<file path="config.mk">
export PLATFORM = sky130hd
export DESIGN_NAME = stack_controller
export DESIGN_NICKNAME = d
export VERILOG_FILES = /design/src/rtl/stack_pkg.sv /design/src/rtl/stack_controller.sv
export SDC_FILE = /design/constraint.sdc
export NUM_CORES = 1
export LEC_CHECK = 0
export CAP_MARGIN = 15
export CORE_MARGIN = 3
export CORE_UTILIZATION = 46
export CTS_BUF_LIST = sky130_fd_sc_hd__clkbuf_4 sky130_fd_sc_hd__clkbuf_8
export DETAILED_ROUTE_END_ITERATION = 10
export GPL_TIMING_DRIVEN = 0
export PLACE_DENSITY_LB_ADDON = 0.1
export SYNTH_ARGS = -nofsm -noshare
export SYNTH_HDL_FRONTEND = slang
export SYNTH_SLANG_ARGS = --single-unit
</file>
<file path="constraint.sdc">
create_clock -name clk -period 3.1 [get_ports clk]
set_clock_uncertainty 0.05 [all_clocks]
set_input_delay 0.31 -clock clk [delete_from_list [all_inputs] [get_ports clk]]
set_output_delay 0.31 -clock clk [all_outputs]
set_load 0.02 [all_outputs]
</file>
<file path="src/rtl/stack_pkg.sv">
// Shared types for the memory-backed stack sequencer: command opcodes and FSM states.
package stack_pkg;

   typedef enum logic [1:0] {
      OP_PUSH = 2'd0,
      OP_POP  = 2'd1,
      OP_CALL = 2'd2,
      OP_RET  = 2'd3
   } stack_op_t;

   typedef enum logic [2:0] {
      S_IDLE  = 3'd0,
      S_WRITE = 3'd1,
      S_READ  = 3'd2,
      S_WAIT  = 3'd3,
      S_DONE  = 3'd4,
      S_ERROR = 3'd5
   } stack_state_t;

endpackage

</file>
<file path="src/rtl/stack_controller.sv">
// Sequences PUSH/POP/CALL/RET onto a downward-growing memory stack, tracking depth,
// overflow/underflow and the PC load that CALL/RET imply.
module stack_controller
   import stack_pkg::*;
#(
   parameter logic [7:0] STACK_BASE = 8'hFF,
   parameter int         DEPTH      = 16
) (
   input  logic       clk,
   input  logic       reset,
   // Handshake: a command is taken on any rising edge where cmd_valid && cmd_ready;
   // cmd_ready is high only in IDLE, and operands are sampled on that same edge.
   input  logic       cmd_valid,
   output logic       cmd_ready,
   input  logic [1:0] cmd_op,
   input  logic [7:0] push_data,
   input  logic [7:0] pc_in,
   input  logic [7:0] call_target,
   output logic [7:0] mem_addr,
   output logic       mem_we,
   output logic       mem_re,
   output logic [7:0] mem_wdata,
   input  logic [7:0] mem_rdata,
   output logic [7:0] sp_out,
   output logic [7:0] pop_data,
   output logic       pc_load,
   output logic [7:0] pc_load_val,
   output logic       done,
   output logic       err,
   output logic       overflow,
   output logic       underflow,
   input  logic       err_clr,
   output logic [2:0] dbg_state
);

   localparam logic [7:0] DEPTH_C = 8'(DEPTH);

   stack_state_t state, state_next;
   stack_op_t    op_q;
   stack_op_t    op_in;
   logic [7:0]   count;
   logic [7:0]   wdata_q;
   logic [7:0]   target_q;
   logic [7:0]   result_q;
   logic         accept;
   logic         op_in_wr;
   logic         set_ovf;
   logic         set_unf;

   assign op_in    = stack_op_t'(cmd_op);
   assign accept   = cmd_valid && (state == S_IDLE);
   assign op_in_wr = (op_in == OP_PUSH) || (op_in == OP_CALL);
   assign set_ovf  = accept && op_in_wr && (count == DEPTH_C);
   assign set_unf  = accept && !op_in_wr && (count == 8'd0);

   assign sp_out    = STACK_BASE - count;
   assign dbg_state = state;

   always_comb begin
      state_next = state;
      case (state)
         S_IDLE: begin
            if (set_ovf || set_unf) state_next = S_ERROR;
            else if (accept)        state_next = op_in_wr ? S_WRITE : S_READ;
         end
         S_WRITE: state_next = S_DONE;
         S_READ:  state_next = S_WAIT;
         S_WAIT:  state_next = S_DONE;
         S_DONE:  state_next = S_IDLE;
         S_ERROR: state_next = S_IDLE;
         default: state_next = S_IDLE;
      endcase
   end

   // All outputs decode from registered state and latched operands only.
   always_comb begin
      cmd_ready   = 1'b0;
      mem_addr    = 8'd0;
      mem_we      = 1'b0;
      mem_re      = 1'b0;
      mem_wdata   = 8'd0;
      pc_load     = 1'b0;
      pc_load_val = 8'd0;
      done        = 1'b0;
      err         = 1'b0;
      case (state)
         S_IDLE: cmd_ready = 1'b1;
         S_WRITE: begin
            mem_we    = 1'b1;
            mem_addr  = STACK_BASE - count;
            mem_wdata = wdata_q;
         end
         S_READ: begin
            mem_re   = 1'b1;
            mem_addr = STACK_BASE - count + 8'd1;
         end
         S_DONE: begin
            done = 1'b1;
            if (op_q == OP_CALL) begin
               pc_load     = 1'b1;
               pc_load_val = target_q;
            end else if (op_q == OP_RET) begin
               pc_load     = 1'b1;
               pc_load_val = result_q;
            end
         end
         S_ERROR: begin
            done = 1'b1;
            err  = 1'b1;
         end
         default: ;
      endcase
   end

   always_ff @(posedge clk or posedge reset) begin
      if (reset) begin
         state     <= S_IDLE;
         op_q      <= OP_PUSH;
         count     <= 8'd0;
         wdata_q   <= 8'd0;
         target_q  <= 8'd0;
         result_q  <= 8'd0;
         pop_data  <= 8'd0;
         overflow  <= 1'b0;
         underflow <= 1'b0;
      end else begin
         state <= state_next;
         if (accept) begin
            op_q     <= op_in;
            wdata_q  <= (op_in == OP_CALL) ? pc_in : push_data;
            target_q <= call_target;
         end
         if (state == S_WRITE) count <= count + 8'd1;
         if (state == S_READ)  count <= count - 8'd1;
         if (state == S_WAIT) begin
            result_q <= mem_rdata;
            if (op_q == OP_POP) pop_data <= mem_rdata;
         end
         // A flag being set this cycle beats a simultaneous clear.
         overflow  <= set_ovf || (overflow && !err_clr);
         underflow <= set_unf || (underflow && !err_clr);
      end
   end

endmodule

</file>
==> impl_metrics.tcl, run 1 <==
set metrics [dict create \
    cp-end-kind "output pin" \
    floorplan.rows 26 \
    rsz0062_at_grt "false" \
    finalPower_mw 3.78 \
    dieArea_sq_mm 0.00627 \
    crit_type "flop to output pin" \
    cts_root_buf "clkbuf_8" \
    dr_total_vias 2026 \
    synthXorXnorAreaFrac_pct 2.85 \
    clk_path_buf_depth 2 \
    drv_cap 0 \
    min_path_type "input port to async pin" \
    synth_area_leader_cell "dfrtp_1" \
    period_needed_ps 2920 \
    syn_nets 271 \
    syn_to_final_growth_pct 45.2 \
    whs_ps 214 \
    htree_levels 2 \
    powerDensity_mw_per_mm2 1060 \
    period_share_pct 94.3 \
    grt_pass1_wl_microns 9650 \
    rrSetupSlack_ps 660 \
    yosys_warnings 0 \
    relSlewSlack_pct 57.0 \
    synth_edf_count 0 \
    p_leak_nw 1.48 \
    finalNetCount 367 \
    remaining_drc_errors 0 \
    synth_top_area_share_pct 47.8 \
    yosysMostFrequentCell "dfrtp_1" \
    place_area_sq_mm 0.00345 \
    max_freq_mhz 342 \
    die_w_microns 79.2 \
    synth_adder_area_share_pct 1.02 \
    viasPerCell 5.09 \
    grt_pass1_vias 2011 \
    hold_viol 0 \
    drtPass1Iterations 4 \
    multi_input_area_sq_mm 0.00115 \
    cp-start-kind "flop" \
    start_util_pct 47.9 \
    ys_top_cells_by_count "47 x dfrtp_1, 27 x mux2_2, 22 x nor2_1, 17 x a21oi_1, 16 x mux2i_1" \
    dp_hpwl_microns 4180 \
    syn_area_sq_mm 0.00246 \
    antenna_found_initial 0 \
    met3_usage_pct 4.76 \
    yosys_register_bits 47 \
    synth_top_family_by_area "multiplexers" \
    num-fill-cells 422 \
    grt_max_degree 37 \
    clk_pin_slew_ps 90 \
    tightest_slew_ps 640 \
    met1_usage_pct 26.5 \
    synth_mux_area_share_pct 18.9 \
    gp_congestion 0.828 \
    cts-hold-fix-buffers 0 \
    dp_slack_ps 349 \
    setup_violations 0 \
    busiest_layer "met2" \
    tns_ps 0 \
    wirelength_microns 5730 \
    insertion_delay_ps 300 \
    critical_path_required_ps 2740 \
    maxSlewViolCount 0 \
    synth_area_leaders "dfrtp_1 48%, mux2_2 12%, mux2i_1 6.5%" \
    drive_gt1_share_pct 16.8 \
    r2r_cells 11 \
    ys_seq_area_share_pct 47.8 \
    reg2reg_from "dbg_state[0]" \
    synth-compound-area-share_pct 8.28 \
    wire_per_inst_microns 14.4 \
    initialDrtViolationCount 53 \
    cts_tree "built" \
    worst_slack_ps 177 \
    seq_area_sq_mm 0.00118 \
    path_max_fanout 10 \
    yosysUniqueCellTypes 42 \
    ys.flop_type "dfrtp_1" \
    critPathArrivalTime_ps 2560 \
    syn_inst 231 \
    cts-resized-gates 1 \
    reg2reg_to "count[6]" \
    grt_overflow 0 \
    final_area_sq_mm 0.00358 \
    synth-simple-area-share_pct 15.7 \
    use_met2_pct 30.6 \
    clock-sinks 47 \
    status "finished, final reports clean" \
    diodes 0 \
    track_usage_pct 19.5 \
    antenna_left 0 \
    core_area_sq_mm 0.00514 \
    vdd_drop_max_uv 850 \
    avgSynthCellArea_sq_um 10.7 \
    io-pin-count 89 \
    numCtsBuffers 5 \
    die_h_microns 79.2 \
    port_buffers 88 \
    cts_setup_buffers 0 \
    synthArstFlopShare_pct 100 \
]
==> cell usage in the layout (no fill, tap or decap), types with 2 or more instances in the layout <==
cell              n
a21oi_1          17
and2_1            9
buf_2             8
buf_6             2
clkbuf_1          4
clkbuf_8          6
clkdlybuf4s50_1  87
dfrtp_1          47
ha_1              2
inv_1            11
inv_2             2
mux2_2           27
mux2i_1          16
nand2_1           8
nand3_1           4
nand4_1           3
nor2_1           22
nor2b_1           2
nor3_1            8
o21ai_0           4
o22ai_1           4
or3b_1            2
xnor2_1           8
==> layer usage <==
metal,part of all wire (%),vias to the layer above
li1,-,997
met1,46,963
met2,47,57
met3,5.8,9
met4,1.4,0
met5,0,-
==> worst max-delay path: stages (launching register included) <==
cell	delay, ps
dfrtp_1	400
buf_2	180
or3b_1	340
buf_2	180
inv_2	100
buf_6	140
nand3_1	100
a21oi_1	190
clkdlybuf4s50_1	620
==> worst max path at each step <==
stage | from | endpoint | slack [ps]
finish | dbg_state[0] | mem_addr[7] | 180
global route | dbg_state[0] | mem_addr[7] | 50
CTS | dbg_state[0] | mem_wdata[2] | 180
detailed placement | count[0] | mem_addr[6] | 350
global placement | count[0] | mem_addr[6] | 390
floorplan | dbg_state[2] | count[6] | 760
==> registers in the layout (all words and copies together), names as in the netlist <==
register	flops
count	8
dbg_state	3
op_q	2
overflow	1
pop_data	8
result_q	8
target_q	8
underflow	1
wdata_q	8
==> final cells by class <==
cell class,count,area share (%)
sequential,47,32.9
multi-input combinational,155,32.3
timing repair buffer,89,25.2
buffer,16,2.48
tap,70,2.45
clock buffer,6,2.31
inverter,13,1.36
clock inverter,2,1.08
==> metrics by stage <==
step	utilization, %	cells
after floorplan	-	231
after global placement	66.7	389
after detailed placement	67.1	390
after CTS	69.5	398
after global routing	69.6	398
final	69.6	398
==> power by group <==
group	total, mW	switching (mW)	internal, mW
registers	1.07	0.158	0.912
logic	2.23	1.15	1.08
clock network	0.479	0.213	0.265
total	3.78	1.52	2.26
==> kinds of logic after synthesis <==
logic type	after synthesis
AOI/OAI and AO/OA	33
xor gates and xnor gates	8
adders and majority gates	2
buffers and inverters	29
DFF	47
muxes	43
and+or+nand+nor	69
Power figures use the tool's default switching activity.
==> run 2, diff against run 1 <==
Settings changed: ABC_AREA set to 0.
==> results of run 2 <==
The final DEF is identical to that of run 1; final timing and power are the same.
==> run 3, diff against run 2 <==
Settings changed: GPL_TIMING_DRIVEN 0 to unset.
==> run 3 against run 2 <==
Against the previous run:
- count of clock-buffer cells in the layout grew 1
- total power shrank 3.2%
- setup slack gained 88 ps
- utilization shrank 1.8 points
- combinational power shrank 8%
- sequential share of layout area grew 0.85 points
- sequential power grew 11%
- clock power shrank 15%
- via count grew 0.30%
- final cell count shrank 3.3%
- global-route usage grew 0.48 points
- flip-flop and latch count is the same
- critical path type unchanged
==> impl_metrics.tcl, run 3 (synthesized netlist as in run 1, its figures left out) <==
set metrics [dict create \
    antenna_left 0 \
    wirelength_microns 5750 \
    io-pin-count 89 \
    final_cell_mix "87 x clkdlybuf4s50_1, 47 x dfrtp_1, 27 x mux2_2" \
    die_h_microns 79.2 \
    wire_per_inst_microns 14.9 \
    status "finished, final reports clean" \
    start_util_pct 47.9 \
    dp_hpwl_microns 4230 \
    r2r_cells 8 \
    drive_gt1_share_pct 15.2 \
    remaining_drc_errors 0 \
    drv_cap 0 \
    diodes 0 \
    die_w_microns 79.2 \
    antenna_found_initial 0 \
    grt_pass1_wl_microns 9920 \
    syn_to_final_growth_pct 41.6 \
    final_area_sq_mm 0.00349 \
    rrSetupSlack_ps 780 \
    core_area_sq_mm 0.00514 \
    initialDrtViolationCount 70 \
    critical_path_required_ps 2740 \
    crit_type "flop to output pin" \
    period_share_pct 91.4 \
    hold_viol 0 \
    min_path_type "flop to flop" \
    port_buffers 88 \
    rsz0062_at_grt "false" \
    tightest_slew_ps 963 \
    cts_setup_buffers 0 \
    viasPerCell 5.28 \
    htree_levels 2 \
    cts-hold-fix-buffers 0 \
    maxSlewViolCount 0 \
    dr_wl_met3_microns 387 \
    critPathArrivalTime_ps 2470 \
    floorplan.rows 26 \
    cts_root_buf "clkbuf_8" \
    place_area_sq_mm 0.00338 \
    layout_commonest_cell "clkdlybuf4s50_1" \
    wl_met1_microns 2600 \
    max_freq_mhz 353 \
    insertion_delay_ps 300 \
    period_needed_ps 2830 \
    tns_ps 0 \
    powerDensity_mw_per_mm2 1050 \
    met2WireLength_microns 2660 \
    clk_path_buf_depth 2 \
    grt_pass1_vias 2050 \
    clock-sinks 47 \
    num-fill-cells 426 \
    cp-end-kind "output pin" \
    dr_total_vias 2032 \
    relSlewSlack_pct 35.7 \
    top_layer "met4" \
    drtPass1Iterations 5 \
    grt_max_degree 48 \
    finalNetCount 354 \
    gp_congestion 0.857 \
    clk_pin_slew_ps 80 \
    holdPathStages 2 \
    path_max_fanout 13 \
    cp-start-kind "flop" \
    cts-resized-gates 0 \
    track_usage_pct 20.0 \
    dieArea_sq_mm 0.00627 \
    vdd_drop_max_uv 735 \
    p_leak_nw 1.44 \
    numCtsBuffers 5 \
    grt_overflow 0 \
    setup_violations 0 \
    cts_tree "built" \
]
run 3: power by group:
part	internal (mW)	switching, mW	leakage, nW
registers	0.911	0.278	0.555
logic	1.04	1.02	0.833
clock network	0.203	0.205	0.0505
run 3: layout make-up:
cell class	count	area, sq um	share of cell area [%]
clock inverters	1	7.51	0.215
clock buffers	7	96.3	2.76
repair buffers	92	913	26.2
multi-input cells	155	1160	33.2
flip-flops and latches	47	1180	33.7
well taps	70	87.6	2.51
inverters	13	48.8	1.40
run 3: layer usage:
metal | up-vias | global-route usage, %
li1 | 971 | -
met1 | 981 | 26.8
met2 | 71 | 31.0
met3 | 9 | 5.78
met4 | 0 | 6.87
met5 | - | 0
run 3: worst paths after layout:
check	to	startpoint
worst max register to register	count[6]	dbg_state[2]
max in group asynchronous	pop_data[5]	reset
worst min register to register	overflow	overflow
worst min-delay path	overflow	overflow
min in group asynchronous	wdata_q[2]	reset
worst max-delay path	mem_addr[5]	dbg_state[2]
run 3: metrics by stage:
stage | hold slack (ps) | setup WS (ps) | power, mW | instances | util, %
3_3_place_gp | 428 | 444 | 3.22 | 377 | 65.7
6_report | 457 | 265 | 3.66 | 385 | 67.8
3_5_place_dp | 432 | 410 | 3.26 | 377 | 65.7
2_1_floorplan | 356 | 762 | 2.46 | 231 | -
5_1_grt | 480 | 110 | 3.92 | 385 | 67.8
4_1_cts | 461 | 48.5 | 3.68 | 385 | 67.7
run 3: worst max-delay path: stages (launching register included):
cell	delay, ps
dfrtp_1	490
or3b_4	500
inv_2	210
nand3_1	130
a21oi_1	200
clkdlybuf4s50_1	630
